<file path="src/rtl/mem_port_arbiter.sv">
`default_nettype none
// ============================================================================
// mem_port_arbiter: round-robin fetch/load-store arbiter for a single-port
// word memory with range/alignment rejection.   Revision: 1.0
// ============================================================================
module mem_port_arbiter #(
  parameter int ADDR_W   = 32,
  parameter int DATA_W   = 32,
  parameter int MEM_SIZE = 256
) (
  input  logic              clk,
  input  logic              rst,
  input  logic              i_req,
  input  logic [ADDR_W-1:0] i_addr,
  output logic              i_ack,
  output logic [DATA_W-1:0] i_rdata,
  output logic              i_err,
  input  logic              d_req,
  input  logic              d_we,
  input  logic [ADDR_W-1:0] d_addr,
  input  logic [DATA_W-1:0] d_wdata,
  output logic              d_ack,
  output logic [DATA_W-1:0] d_rdata,
  output logic              d_err,
  output logic              mem_re,
  output logic              mem_we,
  output logic [ADDR_W-1:0] mem_addr,
  output logic [DATA_W-1:0] mem_wdata,
  input  logic [DATA_W-1:0] mem_rdata,
  output logic              busy
);

  typedef enum logic [1:0] {
    S_IDLE   = 2'd0,
    S_ACCESS = 2'd1,
    S_DONE   = 2'd2
  } state_t;

  localparam logic              OWN_I     = 1'b0;
  localparam logic              OWN_D     = 1'b1;
  localparam logic [ADDR_W-1:0] MEM_WORDS = ADDR_W'(MEM_SIZE);

  state_t              state_q, state_d;
  logic                last_gnt_q, last_gnt_d;
  logic                owner_q, owner_d;
  logic                err_q, err_d;
  logic                i_ack_q, i_ack_d, d_ack_q, d_ack_d;
  logic                i_err_q, i_err_d, d_err_q, d_err_d;
  logic [DATA_W-1:0]   i_rdata_q, i_rdata_d, d_rdata_q, d_rdata_d;
  logic                mem_re_q, mem_re_d, mem_we_q, mem_we_d;
  logic [ADDR_W-1:0]   mem_addr_q, mem_addr_d;
  logic [DATA_W-1:0]   mem_wdata_q, mem_wdata_d;

  logic                sel_is_d;
  logic                sel_we;
  logic                sel_err;
  logic [ADDR_W-1:0]   sel_addr;
  logic [DATA_W-1:0]   cap_data;

  always_comb begin
    state_d     = state_q;
    last_gnt_d  = last_gnt_q;
    owner_d     = owner_q;
    err_d       = err_q;
    i_ack_d     = 1'b0;
    d_ack_d     = 1'b0;
    i_err_d     = 1'b0;
    d_err_d     = 1'b0;
    i_rdata_d   = i_rdata_q;
    d_rdata_d   = d_rdata_q;
    mem_re_d    = 1'b0;
    mem_we_d    = 1'b0;
    mem_addr_d  = '0;
    mem_wdata_d = '0;

    // On a tie the port that did not win last time takes the grant.
    sel_is_d = d_req && (!i_req || (last_gnt_q == OWN_I));
    sel_addr = sel_is_d ? d_addr : i_addr;
    sel_we   = sel_is_d && d_we;
    sel_err  = (sel_addr[1:0] != 2'b00) || ((sel_addr >> 2) >= MEM_WORDS);
    cap_data = mem_re_q ? mem_rdata : '0;

    case (state_q)
      S_IDLE: begin
        if (i_req || d_req) begin
          state_d    = S_ACCESS;
          owner_d    = sel_is_d;
          last_gnt_d = sel_is_d;
          err_d      = sel_err;
          if (!sel_err) begin
            mem_re_d    = !sel_we;
            mem_we_d    = sel_we;
            mem_addr_d  = sel_addr;
            mem_wdata_d = sel_we ? d_wdata : '0;
          end
        end
      end
      S_ACCESS: begin
        state_d = S_DONE;
        if (owner_q == OWN_D) begin
          d_ack_d   = 1'b1;
          d_err_d   = err_q;
          d_rdata_d = cap_data;
        end else begin
          i_ack_d   = 1'b1;
          i_err_d   = err_q;
          i_rdata_d = cap_data;
        end
      end
      S_DONE:  state_d = S_IDLE;
      default: state_d = S_IDLE;
    endcase
  end

  // Memory strobes are flops, so an asynchronous reset drops mem_we at once.
  always_ff @(posedge clk or negedge rst) begin
    if (!rst) begin
      state_q     <= S_IDLE;
      last_gnt_q  <= OWN_D;
      owner_q     <= OWN_I;
      err_q       <= 1'b0;
      i_ack_q     <= 1'b0;
      d_ack_q     <= 1'b0;
      i_err_q     <= 1'b0;
      d_err_q     <= 1'b0;
      i_rdata_q   <= '0;
      d_rdata_q   <= '0;
      mem_re_q    <= 1'b0;
      mem_we_q    <= 1'b0;
      mem_addr_q  <= '0;
      mem_wdata_q <= '0;
    end else begin
      state_q     <= state_d;
      last_gnt_q  <= last_gnt_d;
      owner_q     <= owner_d;
      err_q       <= err_d;
      i_ack_q     <= i_ack_d;
      d_ack_q     <= d_ack_d;
      i_err_q     <= i_err_d;
      d_err_q     <= d_err_d;
      i_rdata_q   <= i_rdata_d;
      d_rdata_q   <= d_rdata_d;
      mem_re_q    <= mem_re_d;
      mem_we_q    <= mem_we_d;
      mem_addr_q  <= mem_addr_d;
      mem_wdata_q <= mem_wdata_d;
    end
  end

  assign i_ack     = i_ack_q;
  assign i_err     = i_err_q;
  assign i_rdata   = i_rdata_q;
  assign d_ack     = d_ack_q;
  assign d_err     = d_err_q;
  assign d_rdata   = d_rdata_q;
  assign mem_re    = mem_re_q;
  assign mem_we    = mem_we_q;
  assign mem_addr  = mem_addr_q;
  assign mem_wdata = mem_wdata_q;
  assign busy      = (state_q != S_IDLE);

endmodule
`default_nettype wire

</file>
<file path="config.mk">
export PLATFORM = sky130hd
export DESIGN_NAME = mem_port_arbiter
export DESIGN_NICKNAME = d
export VERILOG_FILES = /design/src/rtl/mem_port_arbiter.sv
export SDC_FILE = /design/constraint.sdc
export NUM_CORES = 1
export LEC_CHECK = 0
export ABC_AREA = 1
export BUFFER_PORTS_ARGS = -buffer_cell sky130_fd_sc_hd__buf_2
export CAP_MARGIN = 20
export CORE_MARGIN = 1.5
export CORE_UTILIZATION = 41
export CTS_CLUSTER_SIZE = 40
export DETAILED_ROUTE_END_ITERATION = 6
export PLACE_DENSITY = 0.76
export RECOVER_POWER = 100
export SLEW_MARGIN = 10
export SYNTH_ARGS = -nofsm -noshare
export SYNTH_HDL_FRONTEND = slang
export SYNTH_SLANG_ARGS = --single-unit
</file>
<file path="constraint.sdc">
create_clock -name clk -period 1.6 [get_ports clk]
set_clock_uncertainty 0.05 [all_clocks]
set_input_delay 0.16 -clock clk [delete_from_list [all_inputs] [get_ports clk]]
set_output_delay 0.16 -clock clk [all_outputs]
set_load 0.03 [all_outputs]
</file>
==> results.py <==
metrics = {
    "sta": {
        "hold_viol": 0,
        "layout_min_cycle_time_ps": 1840,
        "worst_pin_slew_ps": 1130,
        "setup_viol": 43,
        "grt_setup_unrepaired": "true",
        "fin_hold_ws_ps": 20.3,
        "layout_setup_ws_ps": -238,
        "slew_violations": 0,
        "max_freq_mhz": 544,
        "fin_crit_sh": 1.15,
        "slew_headroom": 0.244,
    },
    "power": {
        "power.density_mw_per_mm2": 1180,
        "p_leak_nw": 4.26,
        "ir_worst_vdd_uv": 581,
    },
    "floorplan": {
        "die-area_mm2": 0.0136,
        "die-height_um": 117,
        "num_io_pins": 268,
        "design.core.area_mm2": 0.0126,
        "num_rows": 41,
        "die_w_um": 117,
        "start_util": 0.419,
    },
    "route": {
        "vias": 4981,
        "drt-initial-drc-count": 330,
        "firstDrtPassIters": 5,
        "post-route-drc-count": 0,
        "wl_per_cell_um": 13.9,
        "postRouteAntennaNets": 0,
        "wirelength_um": 15500,
        "vias_per_cell": 4.48,
    },
    "finish": {
        "nFillCells": 1039,
        "area_growth_syn_to_layout_pct": 58.4,
        "final_cell_mix": "nand2_1 (156), dfrtp_1 (138), clkbuf_1 (136)",
        "final_nets": 1059,
        "final_common_cell": "nand2_1",
        "drive_above_1_share": 0.244,
        "final_util": 0.663,
        "antennaDiodeCount": 0,
        "seq_area_mm2": 0.00348,
        "finalNonFillerCells": 1111,
        "multi_input_area_mm2": 0.00163,
    },
    "critical_path": {
        "crit_chain": "nand2_4 -> nand2_8 -> inv_1 -> nand2_1 -> nand2_1 -> nor2_1 -> nand2_1 -> nor2_4 -> nand3_4 -> clkbuf_16 -> nor2_1",
        "critPathMaxFanout": 18,
        "path_common_cell": "nand2_1",
        "worst_setup_path_start_kind": "flop",
        "max_stage_delay_ps": 550,
        "worstPathRequired_ps": 1890,
        "critical_path_class": "reg -> reg",
        "critPathCaptureType": "flop",
        "slowest_stage": "dfstp_2",
        "arrival_ps": 2130,
    },
    "yosys": {
        "synth_top_area_frac": 0.654,
        "yosysTopAreaCell": "dfrtp_1",
        "ys_seq_elements": 139,
        "yosys.cell_types.count": 21,
        "ys_warn_count": 0,
        "synth.area.top_cells": "dfrtp_1 (65%), nand2_1 (11%), o21ai_0 (6.3%), inv_1 (4.1%), nor2_1 (3.1%)",
        "syn_inst": 541,
        "synth.yosys.seq_area_share": 0.659,
        "avgSynthCellArea_um2": 9.77,
        "syn_area_mm2": 0.00528,
    },
    "clocking": {
        "cts-root-buf": "clkbuf_16",
        "clkLatencyLatePin_ps": 410,
        "ctsHtreeMaxLevel": 4,
        "path_clk_slew_ps": 60,
        "cts.sinks": 139,
        "clock_path_buffers": 2,
        "cts-buffers-inserted": 17,
        "cts_tree": "yes",
    },
    "global_routing": {
        "grt_start_max_net_pins": 53,
        "grt_use_total": 0.223,
        "overflow": 0,
        "antenna_found_initial": 0,
        "grt_pass1_vias": 4949,
        "grt_pass1_wl_um": 23000,
    },
    "placement": {
        "dp_slack_ps": -259,
        "io_buffer_count": 267,
        "dp_cells": 997,
        "dp.final_hpwl_um": 9690,
        "place_congestion": 0.757,
    },
    "hold_path": {
        "hp-class": "in -> reg",
    },
    "outcome": {
        "outcome": "finished with violations",
        "violations": "setup timing",
    },
    "run": {
        "drv_cap": 0,
    },
}
-- repair_timing --
item	in CTS	in global routing
gates resized for setup	9	18
gates cloned	0	1
pin swaps	4	2
setup endpoints to repair	43	62
buffers inserted	2	2
hold buffers	77	0
endpoints found under the hold margin	218	0
-- cell usage after synthesis --
cell type	number
buf_2	4
mux2i_1	8
conb_1	1
nor3_1	2
nor2_4	1
nand3_2	2
nand3b_1	14
dfrtp_1	138
buf_4	2
o21ai_0	66
nor2_2	12
inv_1	58
buf_6	4
nand2_2	1
or2_2	1
a21oi_1	1
nand2_1	157
nand3_1	7
dfstp_2	1
clkbuf_1	17
nor2_1	44
-- routing by layer --
layer  wire, µm  GRT usage
met2       8250      0.411
met5          0          0
met3       1110     0.0669
met4        325     0.0951
met1       5790      0.236
-- final cells by class --
type / instances / area share
repair buffers: 370 / 0.264
inverters: 58 / 0.0260
well taps: 172 / 0.0257
clock inverters: 11 / 0.0200
multi-input cells: 340 / 0.194
clock buffers: 21 / 0.0538
flip-flops and latches: 139 / 0.416
-- critical path, delay by kind of cell (launching register included) --
family | cells | cell delay, ps
buffers and inverters | 2 | 300
and+or+nand+nor | 9 | 860
DFF | 1 | 550
-- per-stage QoR --
step | total power, mW | setup TNS, ps | instance area [µm²]
finish | 9.90 | -9210 | 8370
detailed placement | 5.75 | -9570 | 7050
floorplan | 5.00 | -2440 | 5410
global route | 10.4 | -17010 | 8370
global placement | 5.73 | -8280 | 7050
CTS | 10.0 | -8300 | 8500
-- state kept, by name (all words and copies together), names as in the netlist, 2 cells and up --
name,flops
mem_addr,32
state_q,2
mem_wdata,32
i_rdata,32
d_rdata,32
-- report_power, final --
part | internal (mW) | total [mW] | switching (mW)
sequential | 3.74 | 3.84 | 0.101
clock | 2.65 | 4.07 | 1.43
combinational | 0.662 | 1.99 | 1.33
-- path summary, 6_finish.rpt --
path,startpoint,end,slack (ps),depth (start not counted)
max,last_gnt_q,mem_wdata[14],-240,11
min,mem_rdata[16],d_rdata[16],20,3
max reg2reg,last_gnt_q,mem_wdata[14],-240,11
min reg2reg,state_q[1],state_q[1],390,1
max in group asynchronous,rst,d_rdata[12],180,3
min in group asynchronous,rst,i_rdata[19],470,2
-- cell families (layout without fill, tap and decap cells) --
logic type	after synthesis	count (layout)	share of synthesized area
AND/OR/NAND/NOR	241	241	0.194
flip-flops	139	139	0.659
buffers and inverters	85	460	0.0684
AO/OA/AOI/OAI	67	67	0.0635
multiplexers	8	8	0.0152
other	1	24	0.000710
Note: power is estimated with default switching activity, not from simulation.
